==> src/rtl/vga_pkg.sv <==
// Shared VGA timing definitions: per-mode timing record, the standard mode table and the
// legacy 800x600@60 constants.
package vga_pkg;

  localparam int unsigned MODE_FIELD_W  = 11;
  localparam int unsigned VGA_NUM_MODES = 3;

  localparam logic [1:0] MODE_800X600  = 2'd0;
  localparam logic [1:0] MODE_640X480  = 2'd1;
  localparam logic [1:0] MODE_1024X768 = 2'd2;

  // Legacy single-mode constants, identical to mode 0.
  localparam int unsigned H_ADDR       = 800;
  localparam int unsigned H_SYNC_START = 840;
  localparam int unsigned H_SYNC_TIME  = 128;
  localparam int unsigned H_TOTAL      = 1056;
  localparam int unsigned V_ADDR       = 600;
  localparam int unsigned V_SYNC_START = 601;
  localparam int unsigned V_SYNC_TIME  = 4;
  localparam int unsigned V_TOTAL      = 628;

  typedef struct packed {
    logic [MODE_FIELD_W-1:0] h_addr;
    logic [MODE_FIELD_W-1:0] h_sync_start;
    logic [MODE_FIELD_W-1:0] h_sync_time;
    logic [MODE_FIELD_W-1:0] h_total;
    logic [MODE_FIELD_W-1:0] v_addr;
    logic [MODE_FIELD_W-1:0] v_sync_start;
    logic [MODE_FIELD_W-1:0] v_sync_time;
    logic [MODE_FIELD_W-1:0] v_total;
    logic                    h_pol;  // 1: sync pulse is high
    logic                    v_pol;
  } vga_mode_t;

  typedef vga_mode_t [VGA_NUM_MODES-1:0] vga_mode_tbl_t;

  function automatic vga_mode_t mk_mode(int unsigned ha, int unsigned hs, int unsigned hw,
                                        int unsigned ht, int unsigned va, int unsigned vs,
                                        int unsigned vw, int unsigned vt, bit hp, bit vp);
    vga_mode_t m;
    m.h_addr       = MODE_FIELD_W'(ha);
    m.h_sync_start = MODE_FIELD_W'(hs);
    m.h_sync_time  = MODE_FIELD_W'(hw);
    m.h_total      = MODE_FIELD_W'(ht);
    m.v_addr       = MODE_FIELD_W'(va);
    m.v_sync_start = MODE_FIELD_W'(vs);
    m.v_sync_time  = MODE_FIELD_W'(vw);
    m.v_total      = MODE_FIELD_W'(vt);
    m.h_pol        = hp;
    m.v_pol        = vp;
    return m;
  endfunction

  localparam vga_mode_tbl_t VGA_MODES = {
    mk_mode(1024, 1048, 136, 1344, 768, 771, 6, 806, 1'b0, 1'b0),
    mk_mode(640, 656, 96, 800, 480, 490, 2, 525, 1'b0, 1'b0),
    mk_mode(H_ADDR, H_SYNC_START, H_SYNC_TIME, H_TOTAL,
            V_ADDR, V_SYNC_START, V_SYNC_TIME, V_TOTAL, 1'b1, 1'b1)
  };

  // Out-of-table indices fall back to entry 0 so the lookup never selects past the table.
  function automatic vga_mode_t mode_lookup(vga_mode_tbl_t tbl, logic [1:0] idx);
    vga_mode_t m;
    case (idx)
      2'd1:    m = tbl[1];
      2'd2:    m = tbl[2];
      default: m = tbl[0];
    endcase
    return m;
  endfunction

endpackage

==> src/rtl/vga_axis_cnt.sv <==
// One timing axis: position counter with wrap at a terminal value, registered sync and blank
// flags computed from the next count so flags and count describe the same position.
module vga_axis_cnt #(
  parameter int unsigned Width   = 11,
  parameter logic        SyncRst = 1'b0
) (
  input  logic             clk_i,
  input  logic             rst_ni,
  input  logic             en_i,
  input  logic [Width-1:0] term_i,
  input  logic [Width-1:0] addr_i,
  input  logic [Width-1:0] sync_start_i,
  input  logic [Width-1:0] sync_time_i,
  input  logic             sync_inv_i,
  output logic             wrap_o,
  output logic [Width-1:0] count_o,
  output logic             sync_o,
  output logic             blank_o
);

  logic [Width-1:0] count_q, count_d;
  logic             sync_q, sync_d;
  logic             blank_q, blank_d;
  logic [Width:0]   sync_end;

  assign wrap_o = en_i && (count_q == term_i);

  always_comb begin
    count_d = count_q;
    if (en_i) begin
      count_d = wrap_o ? '0 : count_q + Width'(1);
    end
    sync_end = {1'b0, sync_start_i} + {1'b0, sync_time_i};
    sync_d   = ((count_d >= sync_start_i) && ({1'b0, count_d} < sync_end)) ^ sync_inv_i;
    blank_d  = (count_d >= addr_i);
  end

  always_ff @(posedge clk_i) begin
    if (!rst_ni) begin
      count_q <= '0;
      sync_q  <= SyncRst;
      blank_q <= 1'b0;
    end else begin
      count_q <= count_d;
      sync_q  <= sync_d;
      blank_q <= blank_d;
    end
  end

  assign count_o = count_q;
  assign sync_o  = sync_q;
  assign blank_o = blank_q;

endmodule

==> src/rtl/vga_timing_multi.sv <==
// Multi-mode VGA timing generator; mode changes are applied only at the frame boundary.
// Define VGA_SYNC_POL_EN to drive hsync/vsync with the per-mode polarity bits.
module vga_timing_multi
  import vga_pkg::*;
#(
  parameter int unsigned   CNT_WIDTH  = 11,
  parameter int unsigned   NUM_MODES  = 3,
  parameter int unsigned   RESET_MODE = 0,
  parameter vga_mode_tbl_t MODE_TABLE = VGA_MODES
) (
  input  logic                 clk,
  input  logic                 rst_n,
  input  logic [1:0]           mode_sel,
  output logic [CNT_WIDTH-1:0] hcount,
  output logic [CNT_WIDTH-1:0] vcount,
  output logic                 hsync,
  output logic                 vsync,
  output logic                 hblnk,
  output logic                 vblnk,
  output logic                 frame_start,
  output logic [1:0]           active_mode
);

  localparam logic [1:0] RstMode = 2'(RESET_MODE);

  logic [1:0] pending_q, pending_d;
  logic [1:0] active_q, active_d;
  logic       started_q;
  logic       frame_start_q, frame_start_d;
  logic       h_wrap, frame_wrap;
  logic       h_inv, v_inv;
  vga_mode_t  cur_mode, nxt_mode;

  // cur_mode decides where the counters wrap; nxt_mode describes the pixel being produced.
  assign cur_mode = mode_lookup(MODE_TABLE, active_q);
  assign nxt_mode = mode_lookup(MODE_TABLE, active_d);

`ifdef VGA_SYNC_POL_EN
  localparam vga_mode_t RstCfg   = mode_lookup(MODE_TABLE, RstMode);
  localparam logic      HSyncRst = ~RstCfg.h_pol;
  localparam logic      VSyncRst = ~RstCfg.v_pol;
  assign h_inv = ~nxt_mode.h_pol;
  assign v_inv = ~nxt_mode.v_pol;
`else
  localparam logic      HSyncRst = 1'b0;
  localparam logic      VSyncRst = 1'b0;
  assign h_inv = 1'b0;
  assign v_inv = 1'b0;
`endif

  always_comb begin
    pending_d = pending_q;
    if (32'(mode_sel) < NUM_MODES) begin
      pending_d = mode_sel;
    end
    active_d      = frame_wrap ? pending_q : active_q;
    // The first cycle out of reset presents pixel (0,0) as a new frame.
    frame_start_d = ~started_q | frame_wrap;
  end

  always_ff @(posedge clk) begin
    if (!rst_n) begin
      pending_q     <= RstMode;
      active_q      <= RstMode;
      started_q     <= 1'b0;
      frame_start_q <= 1'b0;
    end else begin
      pending_q     <= pending_d;
      active_q      <= active_d;
      started_q     <= 1'b1;
      frame_start_q <= frame_start_d;
    end
  end

  vga_axis_cnt #(
    .Width   (CNT_WIDTH),
    .SyncRst (HSyncRst)
  ) u_h_axis (
    .clk_i        (clk),
    .rst_ni       (rst_n),
    .en_i         (started_q),
    .term_i       (CNT_WIDTH'(cur_mode.h_total) - CNT_WIDTH'(1)),
    .addr_i       (CNT_WIDTH'(nxt_mode.h_addr)),
    .sync_start_i (CNT_WIDTH'(nxt_mode.h_sync_start)),
    .sync_time_i  (CNT_WIDTH'(nxt_mode.h_sync_time)),
    .sync_inv_i   (h_inv),
    .wrap_o       (h_wrap),
    .count_o      (hcount),
    .sync_o       (hsync),
    .blank_o      (hblnk)
  );

  vga_axis_cnt #(
    .Width   (CNT_WIDTH),
    .SyncRst (VSyncRst)
  ) u_v_axis (
    .clk_i        (clk),
    .rst_ni       (rst_n),
    .en_i         (h_wrap),
    .term_i       (CNT_WIDTH'(cur_mode.v_total) - CNT_WIDTH'(1)),
    .addr_i       (CNT_WIDTH'(nxt_mode.v_addr)),
    .sync_start_i (CNT_WIDTH'(nxt_mode.v_sync_start)),
    .sync_time_i  (CNT_WIDTH'(nxt_mode.v_sync_time)),
    .sync_inv_i   (v_inv),
    .wrap_o       (frame_wrap),
    .count_o      (vcount),
    .sync_o       (vsync),
    .blank_o      (vblnk)
  );

  logic unused_mode_bits;
  assign unused_mode_bits = ^{cur_mode.h_addr, cur_mode.h_sync_start, cur_mode.h_sync_time,
                              cur_mode.v_addr, cur_mode.v_sync_start, cur_mode.v_sync_time,
                              cur_mode.h_pol, cur_mode.v_pol, nxt_mode.h_total,
                              nxt_mode.v_total, nxt_mode.h_pol, nxt_mode.v_pol};

  assign frame_start = frame_start_q;
  assign active_mode = active_q;

endmodule

==> config.mk <==
export PLATFORM = sky130hd
export DESIGN_NAME = vga_timing_multi
export DESIGN_NICKNAME = d
export VERILOG_FILES = /design/src/rtl/vga_pkg.sv /design/src/rtl/vga_axis_cnt.sv /design/src/rtl/vga_timing_multi.sv
export SDC_FILE = /design/constraint.sdc
export NUM_CORES = 1
export LEC_CHECK = 0
export BUFFER_PORTS_ARGS = -buffer_cell sky130_fd_sc_hd__buf_2
export CAP_MARGIN = 20
export CORE_MARGIN = 2
export CORE_UTILIZATION = 38
export DETAILED_ROUTE_END_ITERATION = 12
export PLACE_DENSITY_LB_ADDON = 0.12
export SETUP_SLACK_MARGIN = 0.15
export SYNTH_ARGS = -nofsm -noshare
export SYNTH_HDL_FRONTEND = slang
export SYNTH_SLANG_ARGS = --single-unit
==> constraint.sdc <==
create_clock -name clk -period 10.41 [get_ports clk]
set_input_delay 2.082 -clock clk [delete_from_list [all_inputs] [get_ports clk]]
set_output_delay 2.082 -clock clk [all_outputs]
set_load 0.02 [all_outputs]
Word level (Yosys, flattened, before mapping)
Cells that the tools add are included.
{"block": "op_classes", "n_mul": 0, "bitwise_logic": 2, "reduce_logical": 4, "n_shift": 0, "order_cmp": 7, "n_mux": 8, "add_sub_neg": 6, "div": 0, "n_eq_ne": 6}
{"operator": "90-bit case mux with 2 select lines", "n": 1}
{"operator": "57-bit case mux with 2 select lines", "n": 1}
{"operator": "11-bit >= comparator", "n": 4}
{"operator": "11-bit two-way mux", "n": 4}
{"operator": "11-bit by 11-bit adder with 12-bit output", "n": 2}
{"operator": "11-bit by 12-bit less-than comparator with 1-bit output", "n": 2}
{"operator": "11-bit by 1-bit adder with 11-bit output, second input constant", "n": 2}
{"operator": "11-bit equality test", "n": 2}
{"operator": "11-bit by 1-bit subtractor with 11-bit output, second input constant", "n": 2}
{"operator": "2-bit by 1-bit equality test with 1-bit output, second input constant", "n": 2}
{"operator": "2-bit equality test, second input constant", "n": 2}
{"operator": "1-bit logical AND", "n": 4}
{"operator": "2-bit less-than comparator, second input constant", "n": 1}
{"operator": "2-bit two-way mux", "n": 1}
{"operator": "1-bit two-way mux", "n": 1}
{"operator": "1-bit NOT", "n": 1}
{"operator": "1-bit OR", "n": 1}
{"block": "word_totals", "regBits": 32, "ram_bits": 0, "memories": 0, "mem_bits_ro": 0, "wordCells": 43, "latch_bits": 0}

Depth between registers and ports, before layout
{"block": "logic_depth", "depth_word": 12, "mapped_depth": 17, "depth_no_buf": 17}

Cells and area by module
From an unflattened synthesis, not the netlist that was laid out.
{"block": "hier_totals", "hier_cells": 542, "hier_area_um2": 4302.9}
{"mod": "vga_axis_cnt (u_h_axis)", "n_inst": 1, "cells_each": 265, "area_each_um2": 2039.5}
{"mod": "vga_axis_cnt (u_v_axis)", "n_inst": 1, "cells_each": 241, "area_each_um2": 1945.6}
{"mod": "vga_timing_multi", "n_inst": 1, "cells_each": 36, "area_each_um2": 317.8}

Worst setup path after synthesis
Ideal clock, no wire load.
{"block": "synth_path", "path_type": "flip-flop to flip-flop", "start": "register active_q[0] (netlist: active_mode[0])", "end": "register u_v_axis.sync_q (netlist: u_v_axis.sync_o)", "path_buffers": 0, "stages_incl_launch_ff": 17, "path_slack_ps": 6215, "arrival_time_ps": 4078, "required_ps": 10292, "cell_sequence": "dfxtp_1 inv_1 ha_1 xor2_1 or4_4 nor4_4 nor2_1 a21oi_1 inv_1 ha_1 inv_1 ha_1 a2111oi_0 o21ai_0 a21o_1 a41o_1 o2111a_1"}
{"block": "synth_via", "elab_chain_cells": 12, "elab_cells_between_ends": 19}
{"element": "from (decl)", "line_no": "vga_timing_multi.sv:27", "source": "logic [1:0] active_q, active_d;"}
{"element": "from (signal assigned)", "line_no": "vga_timing_multi.sv:64", "source": "active_q <= RstMode;"}
{"element": "from (signal assigned)", "line_no": "vga_timing_multi.sv:69", "source": "active_q <= active_d;"}
{"element": "2-bit equality test or 2-bit by 1-bit equality test with 1-bit output (tied branches)", "line_no": "vga_pkg.sv:64", "source": "case (idx)"}
{"element": "57-bit case mux with 2 select lines (*)", "line_no": "vga_pkg.sv:64"}
{"element": "11-bit by 1-bit subtractor with 11-bit output", "line_no": "vga_timing_multi.sv:82", "source": ".term_i (CNT_WIDTH'(cur_mode.h_total) - CNT_WIDTH'(1)),"}
{"element": "11-bit equality test", "line_no": "vga_axis_cnt.sv:26", "source": "assign wrap_o = en_i && (count_q == term_i);"}
{"element": "1-bit logical AND", "line_no": "vga_axis_cnt.sv:26"}
{"element": "1-bit logical AND (*)", "line_no": "vga_axis_cnt.sv:26"}
{"element": "2-bit two-way mux (*)", "line_no": "vga_timing_multi.sv:56", "source": "active_d = frame_wrap ? pending_q : active_q;"}
{"element": "net active_d[1]", "line_no": "vga_timing_multi.sv:27"}
{"element": "2-bit equality test or 2-bit by 1-bit equality test with 1-bit output (tied branches)", "line_no": "vga_pkg.sv:64"}
{"element": "90-bit case mux with 2 select lines (*)", "line_no": "vga_pkg.sv:64"}
{"element": "11-bit by 11-bit adder with 12-bit output", "line_no": "vga_axis_cnt.sv:33", "source": "sync_end = {1'b0, sync_start_i} + {1'b0, sync_time_i};"}
{"element": "11-bit by 12-bit less-than comparator with 1-bit output", "line_no": "vga_axis_cnt.sv:34", "source": "sync_d = ((count_d >= sync_start_i) && ({1'b0, count_d} < sync_end)) ^ sync_inv_i;"}
{"element": "1-bit logical AND (*)", "line_no": "vga_axis_cnt.sv:34"}
{"element": "to (signal assigned)", "line_no": "vga_axis_cnt.sv:41", "source": "sync_q <= SyncRst;"}
{"element": "to (signal assigned)", "line_no": "vga_axis_cnt.sv:45", "source": "sync_q <= sync_d;"}
{"element": "to (decl)", "line_no": "vga_axis_cnt.sv:22", "source": "logic sync_q, sync_d;"}
The timed path passes the listed nets; every way through them passes the cells marked *.
A chain may end at the register's enable or synchronous reset.

Worst setup path in the final report
Ends and elaborated chain as after synthesis.

==> key figures <==
Timing
  – Tmin final: between 4 and 5 ns
  – Final setup viols: 0
  – Slew HR: between 30% and 40%
  – Final slew viol count: 0
  – RSZ-0062 raised after global routing: false
  – Slack of the critical path: 5.77 ns
  – Fmax: 216 MHz
  – Tcrit/Tclk final: roughly 45%
  – Final Skew: 0.00736 ns
  – TNS Setup: 0 ns
  – Final hold vios: 0
  – Tightest Pin Transition: 0.900 ns

Synth
  – Syn nets: 340
  – Synth unique cells: 59
  – Mapped Area: 2540 um^2
  – Post-synth top area share: 25.2%
  – Post-synth top flop: dfxtp_1
  – Yosys reg bits: 32
  – Async set-reset flop share out of synthesis: 0%
  – Number of synthesized flops with an enable pin: 0
  – Post-synthesis sequential area ratio: around a quarter
  – Syn_area_per_cell: 8.41 um^2
  – Yosys warns: 0
  – Synth area leaders: dfxtp_1 25%, ha_1 17%, nand2_1 3.8%
  – Mapped Cells: 302
  – Largest area contributor in the netlist: dfxtp_1

Floorplanning
  – I/O pin cnt: 33
  – Rows: 29
  – Die width: 85.8 um
  – Area of the core: 6420 um^2
  – Die height: ~86 um
  – Initial Util: 39.6%
  – Die ar.: between 7000 and 8000 um^2

GRT
  – First-pass GRT wire length: 10900 um
  – Gr ovfl total: 0
  – Pin count of the biggest net entering global routing: 33
  – Initial antenna violation count: 0
  – Vias in the first global route: 2120
  – GRT Total Usage: 19.1%

Detailed routing
  – Top Metal Used: met4
  – DRC Markers: 0
  – Antenna viol nets, final: 0
  – Drt wl/cell: 16.3 um
  – DR iter-0 viols: 104
  – Vias/cell: 5.38
  – Met3 wire len: 359 um
  – Vias: about 2200
  – Met2 Routed Length: 2950 um
  – M1 WL: 3310 um
  – Post-Route WL: 6700 um
  – DRT Pass-1 Iters: 6

Clocking
  – TritonCTS clock tree: yes
  – Clk sink count: 32
  – Post-cts resize count: 0
  – CTS max path bufs: 2
  – Setup bufs post-CTS: 0
  – # hold bufs at CTS: 0
  – Clock Latency Late Sink: 0.29 ns
  – Root Buffer: clkbuf_8
  – Clock transition at path regs: roughly 0.080 ns
  – CTS Buf Count: 5
  – H-tree levels: 2

Place
  – Gpl congestion: 0.842
  – Dpl cells: 404
  – Dpl hpwl: approximately 5100 um
  – Port-buffer cells: 32
  – Worst slack at placement: between 5 and 6 ns

Hold path
  – Worst hold path class: reg -> reg

Final layout
  – Final core occ: between 40 and 50%
  – Fillcell total: 680
  – N_diodes: 0
  – Ratio of cells with drive above 1 in the final layout: 15.2%
  – Post-Layout Cell Count: 412
  – Fin nets: roughly 370
  – Area grow syn2layout: 13.0%

Worst setup path
  – WP data required: 10.60 ns
  – CP arrival: 4.83 ns
  – Critical Path Start Type: register
  – Critical path class: reg -> reg
  – Critical path cell sequence: inv_1, ha_1, xor2_1, or4_4, nor4_4, nor2_1, a21oi_1, inv_1, ha_1, inv_1, ha_1, a2111oi_0, o21ai_0, a21o_1, a41o_1, o2111a_1
  – Critical Path End Type: register
  – CP max stage cell: or4_4
  – CP peak stage delay: 0.56 ns
  – Critical Path Fanout Max: 9

Run status
  – Status: complete, no violations

Power
  – Pleak: about 1.3 nW
  – Pwr Density: 91.2 nW/um^2
  – Worst vdd ir: 0.0000451 V

Flow run
  – Max-Cap Viols: 0
-- worst max-delay path: cells and delay by family, from the launching register on --
family / cells / cell delay [ns]
XOR/XNOR: 1 / 0.20
flip-flops: 1 / 0.39
AND/OR/NAND/NOR: 3 / 1.11
buffers and inverters: 3 / 0.33
AO/OA/AOI/OAI: 6 / 1.54
adder cells (fa/ha/maj): 3 / 0.95
-- synthesized netlist by cell type, drive strengths merged (4+ instances only) --
| library cell | instances |
|---|---|
| ha | 34 |
| dfxtp | 32 |
| nand2 | 26 |
| inv | 22 |
| nor2 | 21 |
| o21ai | 19 |
| and2 | 14 |
| nand3 | 12 |
| nor2b | 11 |
| xor2 | 11 |
| a21oi | 9 |
| xnor2 | 7 |
| a21boi | 6 |
| a21o | 6 |
| nand4 | 5 |
| a211oi | 4 |
| and3 | 4 |
| buf | 4 |
| o211ai | 4 |
| o21a | 4 |
| o31ai | 4 |
-- final timing paths --
path | startpoint | to | slack, ns | depth (start not counted)
setup / recovery | active_mode[0] | u_v_axis.sync_o | 5.77 | 16
hold / removal | pending_q[0] | pending_q[0] | 0.46 | 2
setup reg to reg | active_mode[0] | u_v_axis.sync_o | 5.77 | 16
hold reg to reg | pending_q[0] | pending_q[0] | 0.46 | 2
-- through the flow --
step | hold WS, ns | power [mW] | cell area (um^2)
final | 0.463 | 0.262 | 2870
after global routing | 0.503 | 0.272 | 2870
after CTS | 0.476 | 0.266 | 2870
after detailed placement | 0.464 | 0.143 | 2760
after global placement | 0.467 | 0.143 | 2760
after floorplan | 0.421 | 0.137 | 2540
-- final cells by class --
type | instances | area, um^2 | share of cell area (%)
timing repair buffer | 32 | 160 | 5.58
sequential | 32 | 641 | 22.3
clock buffer | 6 | 72.6 | 2.53
tap | 77 | 96.3 | 3.36
multi-input combinational | 241 | 1780 | 62.1
clock inverter | 2 | 35.0 | 1.22
inverter | 22 | 82.6 | 2.88
-- sequential cells by signal, summed over array words and instances (netlist names) --
signal and cells:
active_mode 2, frame_start 1, pending_q 2, started_q 1
u_h_axis.blank_o 1, u_h_axis.count_o 11, u_h_axis.sync_o 1, u_v_axis.blank_o 1
u_v_axis.count_o 11, u_v_axis.sync_o 1
-- power breakdown --
group | internal, mW | switching, mW
logic | 0.00494 | 0.00816
registers | 0.124 | 0.00239
clock network | 0.0711 | 0.0511
-- layout by cell type, fill, tap and decap left out, types with 2 or more instances in the layout --
| cell | n |
|---|---|
| nand3_1 | 12 |
| buf_2 | 32 |
| o211ai_1 | 3 |
| nand4_1 | 4 |
| a21oi_1 | 9 |
| xnor2_1 | 7 |
| nor2b_1 | 11 |
| nand2b_1 | 3 |
| nor4_4 | 2 |
| a21o_1 | 6 |
| inv_1 | 22 |
| a21boi_0 | 6 |
| o21ai_0 | 18 |
| a211oi_1 | 4 |
| ha_1 | 34 |
| nor4bb_1 | 2 |
| xor2_1 | 11 |
| clkbuf_8 | 5 |
| nor2_1 | 21 |
| nor3b_1 | 2 |
| and2_1 | 13 |
| nor3_1 | 2 |
| or3_1 | 2 |
| a31oi_1 | 2 |
| o31ai_1 | 4 |
| o21a_1 | 4 |
| dfxtp_1 | 32 |
| nand2_1 | 26 |
| and3_1 | 4 |
-- logic make-up after synthesis --
logic type | Yosys count | share of synthesized area, %
AOI/OAI and AO/OA | 73 | 20.7
xor gates and xnor gates | 18 | 6.20
adders and majority gates | 34 | 16.7
buffers and inverters | 29 | 4.58
DFF | 32 | 25.2
muxes | 1 | 0.541
and+or+nand+nor | 115 | 26.0
-- per-layer routing --
layer	GRT usage, %	up-vias
li1	-	1148
met1	26.0	1017
met2	29.3	44
met3	5.10	6
met4	6.49	0
met5	0	-
No activity file was read; power rests on OpenSTA's default activity.
